File: src/rtl/sweep_ctrl.sv
// sweep_ctrl: FMCW acquisition sequencer; powers the RF front end, arms on ADF4158 ramp start,
// and gates a fixed number of samples per sweep into the packer for a commanded number of sweeps.
module sweep_ctrl #(
  parameter int WARMUP_CYCLES = 4000,
  parameter int SAMPLES       = 1024,
  parameter int ARM_TIMEOUT   = 65535,
  parameter int CNTW          = 16
) (
  input  logic            clk_i,
  input  logic            rst_n_i,
  input  logic            start_i,
  input  logic            stop_i,
  input  logic [CNTW-1:0] num_sweeps_i,
  input  logic            adf_cfg_done_i,
  input  logic            adf_muxout_i,
  input  logic            sample_valid_i,
  input  logic            fifo_full_i,
  output logic            pa_off_o,
  output logic            mix_enbl_n_o,
  output logic [1:0]      adc_oe_o,
  output logic [1:0]      adc_shdn_o,
  output logic            capture_en_o,
  output logic            sweep_start_o,
  output logic [CNTW-1:0] sweep_cnt_o,
  output logic            busy_o,
  output logic            drop_o,
  output logic            timeout_o
);
  typedef enum logic [2:0] {IDLE, WARMUP, ARM, CAPTURE, GAP} state_t;
  state_t          r_state, w_next;
  logic [1:0]      r_rst_s;
  logic [2:0]      r_mux;
  logic [CNTW-1:0] r_cnt, r_num;
  logic            r_stop_pend;
  logic            w_rst_n, w_rise, w_fall, w_start, w_go, w_last, w_done, w_tmo;

  // reset asserts immediately but releases on a clock edge
  always_ff @(posedge clk_i or negedge rst_n_i)
    if (!rst_n_i) r_rst_s <= '0;
    else r_rst_s <= {r_rst_s[0], 1'b1};

  assign w_rst_n = r_rst_s[1];
  assign w_rise  = r_mux[1] & ~r_mux[2];
  assign w_fall  = ~r_mux[1] & r_mux[2];
  assign w_start = start_i & adf_cfg_done_i & ~stop_i;
  assign w_go    = (r_state == IDLE) & w_start;
  assign w_last  = capture_en_o & sample_valid_i & (r_cnt == CNTW'(SAMPLES - 1));
  assign w_done  = (r_num != '0) & (sweep_cnt_o == r_num);

  always_comb begin
    w_next = r_state;
    w_tmo  = 1'b0;
    case (r_state)
      IDLE:    w_next = w_start ? WARMUP : IDLE;
      WARMUP:  w_next = stop_i ? IDLE : (r_cnt == CNTW'(WARMUP_CYCLES - 1)) ? ARM : WARMUP;
      ARM: begin
        w_tmo  = !stop_i && !w_rise && (r_cnt == CNTW'(ARM_TIMEOUT - 1));
        w_next = (stop_i || w_tmo) ? IDLE : w_rise ? CAPTURE : ARM;
      end
      CAPTURE: w_next = (w_last || w_fall) ? GAP : CAPTURE;
      GAP:     w_next = r_mux[1] ? GAP : (r_stop_pend || stop_i || w_done) ? IDLE : ARM;
      default: w_next = IDLE;
    endcase
  end

  always_ff @(posedge clk_i or negedge w_rst_n)
    if (!w_rst_n) begin
      r_state       <= IDLE;
      r_mux         <= '0;
      r_cnt         <= '0;
      r_num         <= '0;
      r_stop_pend   <= 1'b0;
      pa_off_o      <= 1'b1;
      mix_enbl_n_o  <= 1'b1;
      adc_oe_o      <= 2'b11;
      adc_shdn_o    <= 2'b11;
      capture_en_o  <= 1'b0;
      sweep_start_o <= 1'b0;
      sweep_cnt_o   <= '0;
      busy_o        <= 1'b0;
      drop_o        <= 1'b0;
      timeout_o     <= 1'b0;
    end else begin
      r_state       <= w_next;
      r_mux         <= {r_mux[1:0], adf_muxout_i};
      r_cnt         <= (w_next != r_state) ? '0 :
                       r_cnt + ((r_state == CAPTURE) ? CNTW'(capture_en_o & sample_valid_i) : CNTW'(1));
      r_num         <= w_go ? num_sweeps_i : r_num;
      r_stop_pend   <= (w_next == IDLE) ? 1'b0 : r_stop_pend | stop_i;
      pa_off_o      <= w_next == IDLE;
      mix_enbl_n_o  <= w_next == IDLE;
      adc_oe_o      <= (w_next == IDLE) ? 2'b11 : 2'b10;
      adc_shdn_o    <= (w_next == IDLE) ? 2'b11 : 2'b10;
      busy_o        <= w_next != IDLE;
      // the strobe cycle of sweep_start_o is not yet gated; capture opens one cycle later
      capture_en_o  <= (r_state == CAPTURE) && (w_next == CAPTURE);
      sweep_start_o <= (r_state == ARM) && (w_next == CAPTURE);
      sweep_cnt_o   <= w_go ? '0 : ((r_state == CAPTURE) && (w_next == GAP)) ? sweep_cnt_o + CNTW'(1) : sweep_cnt_o;
      drop_o        <= w_go ? 1'b0 : drop_o | (capture_en_o & fifo_full_i);
      timeout_o     <= w_go ? 1'b0 : timeout_o | w_tmo;
    end
endmodule

File: config.mk
export PLATFORM = sky130hd
export DESIGN_NAME = sweep_ctrl
export DESIGN_NICKNAME = d
export VERILOG_FILES = /design/src/rtl/sweep_ctrl.sv
export SDC_FILE = /design/constraint.sdc
export NUM_CORES = 1
export LEC_CHECK = 0
export BUFFER_PORTS_ARGS = -buffer_cell sky130_fd_sc_hd__clkbuf_2
export CAP_MARGIN = 20
export CELL_PAD_IN_SITES_DETAIL_PLACEMENT = 1
export CELL_PAD_IN_SITES_GLOBAL_PLACEMENT = 1
export CORE_UTILIZATION = 47
export DETAILED_ROUTE_END_ITERATION = 10
export PLACE_DENSITY_LB_ADDON = 0.1
export SLEW_MARGIN = 20
export SYNTH_ARGS = -nofsm -noshare
export SYNTH_HDL_FRONTEND = slang
export SYNTH_SLANG_ARGS = --single-unit
File: constraint.sdc
create_clock -name clk_i -period 5.68 [get_ports clk_i]
set_clock_uncertainty 0.1 [all_clocks]
set_input_delay 1.704 -clock clk_i [delete_from_list [all_inputs] [get_ports clk_i]]
set_output_delay 1.704 -clock clk_i [all_outputs]
set_load 0.05 [all_outputs]
# Word-level counts from Yosys, hierarchy flattened
# Cells that the tools add are included.
[word_totals]
regBits = 65
word_cells = 77
output_inout_bits = 27
inputBits = 24
[classes]
n_reduce_logical = 16
n_bitwise = 16
n_addsub = 2
muxes = 18
n_eq_ne = 11
[op_table]
columns = ["operator", "n"]
rows = [
  ["$mux W16", 3],
  ["$add A16 B1 Y16", 1],
  ["$add A16 B1 Y16 const B", 1],
  ["$eq A16 B10 Y1 const B", 1],
  ["$eq A16 B12 Y1 const B", 1],
  ["$eq A16 B16 Y1", 1],
  ["$eq A16 B16 Y1 const B", 1],
  ["$reduce_bool A16 Y1", 1],
  ["$pmux W3 S5", 1],
  ["$and A1 B1 Y1", 10],
  ["$eq A3 B2 Y1 const B", 3],
  ["$mux W1", 8],
  ["$mux W2", 4],
  ["$eq A3 B3 Y1 const B", 2],
  ["$logic_not A3 Y1", 2],
  ["$mux W3", 2],
  ["$logic_and A1 B1 Y1", 5],
  ["$logic_or A1 B1 Y1", 4],
  ["$eq A3 B1 Y1 const B", 1],
  ["$ne A3 B3 Y1", 1],
  ["$not A1 Y1", 3],
  ["$or A1 B1 Y1", 3],
  ["$reduce_bool A3 Y1", 1],
  ["$logic_not A1 Y1", 2],
  ["$reduce_bool A2 Y1", 1],
]

# Logic depth before layout (Yosys ltp)
# Gate-level depths: netlist (run 1).
[depth]
depth_word = 12
depth_mapped = 13
mapped_depth_nobuf = 11

# Worst setup path after synthesis (run 1)
# Ideal clock, no wire load.
[synth_path]
kind = "input port to flip-flop"
startpoint = "input port sample_valid_i"
endpoint = "register r_cnt[14]"
arrival_time_ns = 3.284
setup_ns = 0.076
required_time_ns = 5.504
path_stages = 10
setup_slack_ns = 2.219
path_cell_list = "nand2_1 -> nand2_1 -> ha_1 -> ha_1 -> nand3_1 -> nor2_1 -> and3_1 -> xnor2_1 -> or4_1 -> o21ai_1"
[synth_between]
elab_chain_len = 7
word_cells_on_any_way = 10
[synth_rtl]
columns = ["item", "line_no", "text"]
rows = [
  ["start, declared", "16", "input logic sample_valid_i,"],
  ["branches (longest 6 deep; another with $add A16 B1 Y16)", "-", ""],
  ["$mux W16 (*)", "86", "r_cnt <= (w_next != r_state) ? '0 :"],
  ["end signal, assigned", "86", ""],
  ["end, declared", "33", "logic [CNTW-1:0] r_cnt, r_num;"],
]
# Every way passes the cells marked *.
# A chain may end at the register's enable or synchronous reset.

# Worst setup path in the final report (run 1)
[layout_path]
startpoint = "register r_state[1]"
endpoint = "register r_cnt[14]"
[layout_between]
elab_chain_len = 4
word_cells_on_any_way = 10
[layout_rtl]
columns = ["item", "line_no", "text"]
rows = [
  ["start, declared", "30", "state_t r_state, w_next;"],
  ["start signal, assigned", "84", "r_state <= w_next;"],
  ["$eq A3 B2 Y1, or another cell as far along", "53, 87", ""],
  ["$mux W1 or $pmux W3 S5 (tied branches)", "87, 53", ""],
  ["$add A16 B1 Y16 or $ne A3 B3 Y1 (tied branches)", "87, 86", ""],
  ["$mux W16 (*)", "86", ""],
]
# Mark *: on every way between the ends. The rest lies on a longest branch, timed or not.

==> results of run 1 <==
==> kinds of logic (layout without fill, tap and decap cells) <==
| logic type | count (synthesis) | count (layout) | share of synthesized area, % |
|---|---|---|---|
| DFF | 63 | 63 | 44.80 |
| xor gates and xnor gates | 37 | 37 | 9.201 |
| other | 1 | 3 | 0.1065 |
| and+or+nand+nor | 203 | 203 | 31.37 |
| adders and majority gates | 3 | 3 | 1.066 |
| AOI/OAI and AO/OA | 47 | 47 | 8.846 |
| buffers and inverters | 28 | 71 | 4.618 |
==> critical path, stage by stage, from the launching register on <==
cell	delay [ns]
dfrtp_1	0.79
nor2b_1	0.46
and2_1	0.40
nand2_1	0.11
ha_1	0.22
ha_1	0.22
nand3_1	0.18
nor2_1	0.11
and3_1	0.20
xnor2_1	0.12
or4_1	0.51
o21ai_1	0.09
==> sequential cells by signal, indices dropped and copies added (netlist names) <==
name           count
drop_o             1
r_num             16
r_rst_s            2
r_cnt             16
r_state            3
sweep_cnt_o       16
adc_shdn_o         1
r_stop_pend        1
r_mux              3
capture_en_o       1
timeout_o          1
busy_o             1
sweep_start_o      1
==> final timing paths <==
path                       depth (start not counted)         end
max                                               11   r_cnt[14]
min                                                0    r_mux[1]
max reg2reg                                       11   r_cnt[14]
min reg2reg                                        0    r_mux[1]
max in group asynchronous                          1  r_rst_s[1]
min in group asynchronous                          1    r_num[0]
==> per-stage QoR <==
step / total power, mW / instances / hold WS (ns)
after floorplan: 0.6622 / 384 / 0.2312
after global placement: 0.7006 / 510 / 0.2394
after detailed placement: 0.7108 / 510 / 0.2411
after CTS: 1.103 / 526 / 0.2560
after global routing: 1.147 / 526 / 0.2565
final: 1.094 / 526 / 0.2532
==> synth_stat cells (all sizes together) <==
library cell,n
nand2,70
dfrtp,62
nor2,28
xor2,23
o21ai,22
buf,14
nor4,14
xnor2,14
or3,13
nand4,12
or4,12
nand3,11
nor3,11
clkbuf,8
a21oi,6
and2,6
inv,6
a21o,5
and3,5
and4,5
nand2b,5
nor4b,4
a41o,3
ha,3
a22o,2
nor3b,2
o31ai,2
a31o,1
conb,1
dfstp,1
nand3b,1
nand4b,1
nor2b,1
nor4bb,1
o2111ai,1
o211ai,1
o21a,1
o21bai,1
o221a,1
o221ai,1
or2,1
==> final cells by class <==
class                      count  area (um^2)
clock buffer                  12        145.1
clock inverter                 4        45.04
fill                         872         3301
inverter                       6        22.52
multi-input combinational    293         1789
sequential                    63         1579
tap                           99        123.9
timing repair buffer          49        247.7
==> per-layer routing <==
layer	wire length, um	up-vias	track usage (%)
met4	102	0	8.211
met1	4773	1498	41.38
met5	0	-	0
li1	-	1422	-
met2	4024	68	36.22
met3	388	9	4.104
==> power by group through the flow <==
stage                     combinational [mW]  clock, mW  sequential (mW)
final                                  0.165      0.392            0.537
after global routing                   0.187      0.416            0.544
after CTS                              0.167      0.399            0.537
after detailed placement               0.165          0            0.545
after global placement                 0.158          0            0.543
after floorplan                        0.121          0            0.541
==> layout by cell type, fill, tap and decap left out, drive strengths merged, types with 11 or more instances in the layout <==
cell | Yosys | routed
clkbuf | 8 | 60
dfrtp | 62 | 62
nand2 | 70 | 70
nand3 | 11 | 11
nand4 | 12 | 12
nor2 | 28 | 28
nor3 | 11 | 11
nor4 | 14 | 14
o21ai | 22 | 22
or3 | 13 | 13
or4 | 12 | 12
xnor2 | 14 | 14
xor2 | 23 | 23
==> flow_metrics.tcl, run 1 <==
set metrics [dict create \
    dieWidth_um 88.57 \
    place_congestion 0.8028 \
    yosysSeqAreaShare_pct 44.80 \
    drive_gt1_share_pct 19.20 \
    clock-sinks 63 \
    p_leak_nw 1.839 \
    startpoint_type "flip-flop" \
    clockBufferDepth 2 \
    rrSetupSlack_ns 2.10 \
    place_ws_ns 1.768 \
    drtIter0Drc 188 \
    track_usage_pct 26.23 \
    finalSetupTns_ns 0 \
    outcome "complete, no violations" \
    hold_path.startpoint "r_mux[0]" \
    netlist_instances 382 \
    finalCriticalPeriod_ns 3.584 \
    cts_resized 0 \
    seq_power_share_pct 49.1 \
    cts_hold_buf 0 \
    wirelength_um 9288 \
    ys_ff_latch 63 \
    die_h_um 88.57 \
    ios 51 \
    cts.clk_slew.worst_paths_ns 0.07 \
    io_buffers 48 \
    viasPerCell 5.698 \
    grt_pass1_wl_um 15330 \
    grt_pass1_vias 2916 \
    switchingPower_mw 0.3243 \
    dieArea_um2 7844 \
    synthesis.area_um2 3522 \
    h-tree-depth 3 \
    drc 0 \
    worst_pin_slew_ns 0.7958 \
    max_freq_mhz 279.0 \
    clk_latency_ns 0.34 \
    ir_drop_mv 0.1465 \
    rr_startpoint "r_state[1]" \
    dr.pass1.iters 4 \
    yosysUniqueCellTypes 53 \
    rsz0062_at_grt "false" \
    powerDensity_nw_per_um2 276.8 \
    start_util_pct 48.56 \
    hold_viol_final 0 \
    antenna_found_initial 0 \
    synth_warnings 0 \
    crit_type "flip-flop to flip-flop" \
    timing.final.ws_setup_ns 2.096 \
    fin_area_um2 3953 \
    p_sw_share_pct 29.65 \
    placementRows 31 \
    wl_per_cell_um 17.66 \
    maxSlewHeadroom_pct 46.95 \
    grt_start_max_net_pins 62 \
    cts_root_buf "clkbuf_8" \
    p_clk_share_pct 35.8 \
    synth_area_leaders "dfrtp_1, nand2_1, xor2_1" \
    ant_nets 0 \
    critPathCaptureType "flip-flop" \
    synth_top_area_share_pct 44.05 \
    cp.arrival_ns 3.75 \
    setup_viol 0 \
    final_core_util_pct 54.49 \
    grt-ovfl-total 0 \
    hp-class "flip-flop to flip-flop" \
    finalMaxSlewViolations 0 \
    postPlaceCellArea_um2 3762 \
    core_region_area_um2 7253 \
    postCtsSetupRepairBufs 0 \
    synth_top_cell_by_area "dfrtp_1" \
    cp_data_required_time_ns 5.85 \
    power.internal_mw 0.7697 \
    area_delta_synth_final_pct 12.22 \
    syn_avg_cell_area_um2 9.220 \
    place_hpwl_um 6532 \
    nets 449 \
    num_antenna_cells 0 \
    combPwrFrac_pct 15.1 \
    cts_inserted_buffers 9 \
    maxCapViolations 0 \
    post-route-period-util_pct 63.10 \
    critPathMaxFanout 22 \
    cts_tree "yes" \
    crit_path_start "r_state[1]" \
    num_vias 2997 \
]
No activity file was read; power rests on OpenSTA's default activity.
==> run 2, diff against run 1 <==
CORE_UTILIZATION = 39   (was 47)
clock period = 3 ns   (was 5.68 ns; I/O delays follow)
==> flow_metrics.tcl, run 2 (synthesis results as in run 1) <==
set metrics [dict create \
    drtIter0Drc 80 \
    max_freq_mhz 383.8 \
    core_region_area_um2 8721 \
    dieWidth_um 97.03 \
    cts_resized 0 \
    outcome "complete, no violations" \
    setup_viol 0 \
    ir_drop_mv 0.2086 \
    cts_root_buf "clkbuf_8" \
    place_ws_ns 0.09329 \
    cts_hold_buf 0 \
    place_congestion 0.7797 \
    power_mw 2.076 \
    finalMaxSlewViolations 0 \
    clk_latency_ns 0.35 \
    placed_cells 534 \
    final_core_util_pct 46.89 \
    antenna_found_initial 0 \
    dr.pass1.iters 4 \
    drive_gt1_share_pct 21.95 \
    hold_viol_final 0 \
    crit_type "flip-flop to flip-flop" \
    powerDensity_nw_per_um2 507.6 \
    num_vias 3012 \
    layout_commonest_cell "nand2_1" \
    ios 51 \
    cts_tree "yes" \
    ant_nets 0 \
    rsz0062_at_grt "false" \
    placementRows 34 \
    grt_start_max_net_pins 62 \
    io_buffers 48 \
    postCtsSetupRepairBufs 0 \
    timing.final.ws_setup_ns 0.3943 \
    cts_inserted_buffers 9 \
    worst_pin_slew_ns 0.7884 \
    area_delta_synth_final_pct 16.09 \
    p_leak_nw 1.917 \
    start_util_pct 40.39 \
    clockBufferDepth 2 \
    grt_pass1_vias 3263 \
    dieArea_um2 9415 \
    critPathCaptureType "flip-flop" \
    track_usage_pct 22.12 \
    wirelength_um 9439 \
    hp-class "input port to async pin" \
    grt_pass1_wl_um 16490 \
    cp_data_required_time_ns 3.17 \
    grt-ovfl-total 0 \
    cts.clk_slew.worst_paths_ns 0.07 \
    fin_cells 550 \
    largestRegisters "r_cnt: 16 flops, r_num: 16 flops, sweep_cnt_o: 16 flops" \
    viasPerCell 5.476 \
    num_antenna_cells 0 \
    worst_r2r_path_depth 12 \
    h-tree-depth 3 \
    drc 0 \
    critPathMaxFanout 7 \
    post-route-period-util_pct 86.86 \
    startpoint_type "flip-flop" \
    die_h_um 97.03 \
    place_hpwl_um 6890 \
    cp.arrival_ns 2.78 \
    nets 464 \
    finalSetupTns_ns 0 \
    final_cell_mix "nand2_1, dfrtp_1, clkbuf_2" \
    wl_per_cell_um 17.16 \
    finalCriticalPeriod_ns 2.606 \
    maxSlewHeadroom_pct 47.44 \
    maxCapViolations 0 \
    clock-sinks 63 \
]
-- run 2: cell types whose count changed in the layout (fill, tap and decap cells not counted) --
| cell | before | now |
|---|---|---|
| buf_12 | 0 | 1 |
| buf_4 | 1 | 15 |
-- run 2: layout make-up --
| type | count | area (um^2) |
|---|---|---|
| fill | 1042 | 4632 |
| multi-input combinational | 293 | 1789 |
| sequential | 63 | 1579 |
| timing repair buffer | 64 | 372.9 |
| clock buffer | 12 | 145.1 |
| tap | 108 | 135.1 |
| clock inverter | 4 | 45.04 |
| inverter | 6 | 22.52 |
-- run 2: critical path, cell delays in order (launching register included) --
cell and delay, ns:
dfrtp_1 0.49, nor2b_1 0.20, and2_1 0.18, nand2_1 0.07, ha_1 0.21, ha_1 0.21, nand3_1 0.11, nor2_1 0.06
buf_4 0.14, and2_1 0.15, xnor2_1 0.12, or4_1 0.41, o21ai_1 0.09
-- run 2: metal layers --
| metal | GRT usage [%] | routed length, um | vias up |
|---|---|---|---|
| met4 | 8.152 | 211 | 0 |
| met5 | 0 | 0 | - |
| met3 | 4.769 | 244 | 19 |
| li1 | - | - | 1450 |
| met1 | 25.96 | 4063 | 1491 |
| met2 | 39.38 | 4919 | 52 |
-- run 2: power breakdown --
| part | total [mW] | internal (mW) | switching, mW | leakage, nW |
|---|---|---|---|---|
| combinational | 0.323 | 0.134 | 0.189 | 0.983 |
| sequential | 1.01 | 0.929 | 0.0789 | 0.834 |
| clock | 0.745 | 0.403 | 0.342 | 0.100 |
-- run 2: per-stage QoR --
stage	hold slack [ns]	area, um^2
final	0.2308	4089
after global routing	0.2137	4089
after floorplan	0.2312	3530
after global placement	0.2344	3899
after CTS	0.2188	4089
after detailed placement	0.2364	3899
-- run 2: worst paths after layout --
check                                   to  slack (ns)        from
worst max-delay path             r_cnt[10]        0.39  r_state[1]
worst min-delay path            r_rst_s[0]        0.23     rst_n_i
worst max register to register   r_cnt[10]        0.39  r_state[1]
worst min register to register    r_mux[1]        0.25    r_mux[0]
max in group asynchronous         r_cnt[0]        1.96  r_rst_s[1]
min in group clk_i                r_mux[1]        0.25    r_mux[0]
==> run 3, diff against run 2 <==
CORE_ASPECT_RATIO = 0.75   (was default)
==> flow_metrics.tcl, run 3 (synthesis results as in run 1) <==
set metrics [dict create \
    rsz0062_at_grt "false" \
    cp_data_required_time_ns 3.16 \
    violations "DRC" \
    ir_drop_mv 0.3091 \
    drc 7 \
    area_delta_synth_final_pct 20.21 \
    clock-sinks 63 \
    largestRegisters "r_cnt: 16 flops, r_num: 16 flops, sweep_cnt_o: 16 flops" \
    grt-ovfl-total 0 \
    outcome "finished with violations" \
    maxSlewHeadroom_pct 45.99 \
    placementRows 29 \
    worst_pin_slew_ns 0.8102 \
    io_buffers 48 \
    start_util_pct 40.96 \
    finalCriticalPeriod_ns 2.688 \
    postCtsSetupRepairBufs 0 \
    cts_root_buf "clkbuf_16" \
    cts_hold_buf 0 \
    hold_viol_final 0 \
    clk_latency_ns 0.33 \
    drive_gt1_share_pct 23.04 \
    critPathMaxStageDelay_ns 0.48 \
    critPathMaxFanout 5 \
    whs_ns 0.2426 \
    cp_num_buf_inv 1 \
    place_congestion 0.7961 \
    finalSetupTns_ns 0 \
    ios 51 \
    core_region_area_um2 8600 \
    grt_pass1_wl_um 17470 \
    num_antenna_cells 0 \
    viasPerCell 5.665 \
    wl_per_cell_um 19.05 \
    nets 469 \
    cts_tree "yes" \
    cp.arrival_ns 2.85 \
    crit_type "flip-flop to flip-flop" \
    post-route-period-util_pct 89.60 \
    finalMaxSlewViolations 0 \
    maxCapViolations 0 \
    num_vias 3144 \
    slowest_stage "dfrtp_1" \
    n_fill_cell 1008 \
    hp-class "input port to async pin" \
    place_hpwl_um 7718 \
    place_ws_ns 0.1646 \
    ant_nets 0 \
    p_leak_nw 1.994 \
    die_h_um 84.30 \
    cp_top_family "simple AND/OR/NAND/NOR gates" \
    wirelength_um 10570 \
    startpoint_type "flip-flop" \
    h-tree-depth 3 \
    cts.clk_slew.worst_paths_ns 0.06 \
    cts_resized 0 \
    clockBufferDepth 2 \
    dieArea_um2 9419 \
    grt_pass1_vias 3252 \
    layout_commonest_cell "nand2_1" \
    cts_inserted_buffers 9 \
    antenna_found_initial 0 \
    path_cells "nor2b_1 -> and2_1 -> nand2_1 -> ha_1 -> ha_1 -> nand3_1 -> nor2_1 -> buf_4 -> and2_1 -> xnor2_1 -> or4_1 -> o21ai_1" \
    track_usage_pct 24.59 \
    powerDensity_nw_per_um2 578.0 \
    drtIter0Drc 204 \
    max_freq_mhz 372.0 \
    timing.final.ws_setup_ns 0.3120 \
    dieWidth_um 111.7 \
    setup_viol 0 \
    final_cell_mix "nand2_1, dfrtp_1, clkbuf_2" \
    grt_start_max_net_pins 62 \
    dr.pass1.iters 7 \
    critPathCaptureType "flip-flop" \
]
## run 3: cell types whose count changed in the layout (fill, tap and decap cells not counted)
| cell | change |
|---|---|
| clkinv_2 | -1 |
| clkbuf_16 | +9 |
| clkbuf_1 | -1 |
| clkbuf_8 | -7 |
| buf_12 | -1 |
| buf_4 | +6 |
## run 3: layout make-up
cell class / instances / area (um^2) / area share, %
Clock buffer: 13 / 270.3 / 6.383
Clock inverter: 3 / 40.04 / 0.9456
Inverter: 6 / 22.52 / 0.5319
Multi-Input combinational cell: 293 / 1789 / 42.26
Sequential cell: 63 / 1579 / 37.29
Tap cell: 108 / 135.1 / 3.191
Timing Repair Buffer: 69 / 397.9 / 9.397
## run 3: worst paths after layout
| check | startpoint | to | slack [ns] | depth (start not counted) |
|---|---|---|---|---|
| setup reg to reg | r_state[1] | r_cnt[10] | 0.31 | 12 |
| hold / removal | rst_n_i | r_rst_s[0] | 0.24 | 1 |
| setup / recovery | r_state[1] | r_cnt[10] | 0.31 | 12 |
| min in group clk_i | r_rst_s[0] | r_rst_s[1] | 0.26 | 0 |
| max in group asynchronous | r_rst_s[1] | r_cnt[5] | 1.93 | 1 |
| hold reg to reg | r_rst_s[0] | r_rst_s[1] | 0.26 | 0 |
## run 3: metal layers
metal / wire length [um] / vias to the layer above / global-route usage [%]
met5: 0 / - / 0
met4: 116 / 0 / 7.371
met3: 449 / 11 / 4.982
met2: 4403 / 71 / 35.06
met1: 5605 / 1592 / 37.17
li1: - / 1470 / -
## run 3: power breakdown
part	leakage (nW)	total [mW]	switching [mW]	internal, mW
sequential	0.834	1.02	0.0895	0.931
combinational	1.00	0.345	0.207	0.138
clock	0.156	1.08	0.374	0.708
total	1.99	2.45	0.671	1.78
## run 3: through the flow
| stage | util, % | instances | instance area, um^2 | power, mW |
|---|---|---|---|---|
| CTS | 49.24 | 555 | 4234 | 2.459 |
| detailed placement | 45.63 | 539 | 3924 | 1.368 |
| floorplan | - | 384 | 3530 | 1.254 |
| finish | 49.24 | 555 | 4234 | 2.447 |
| global placement | 45.63 | 539 | 3924 | 1.352 |
| global route | 49.24 | 555 | 4234 | 2.551 |
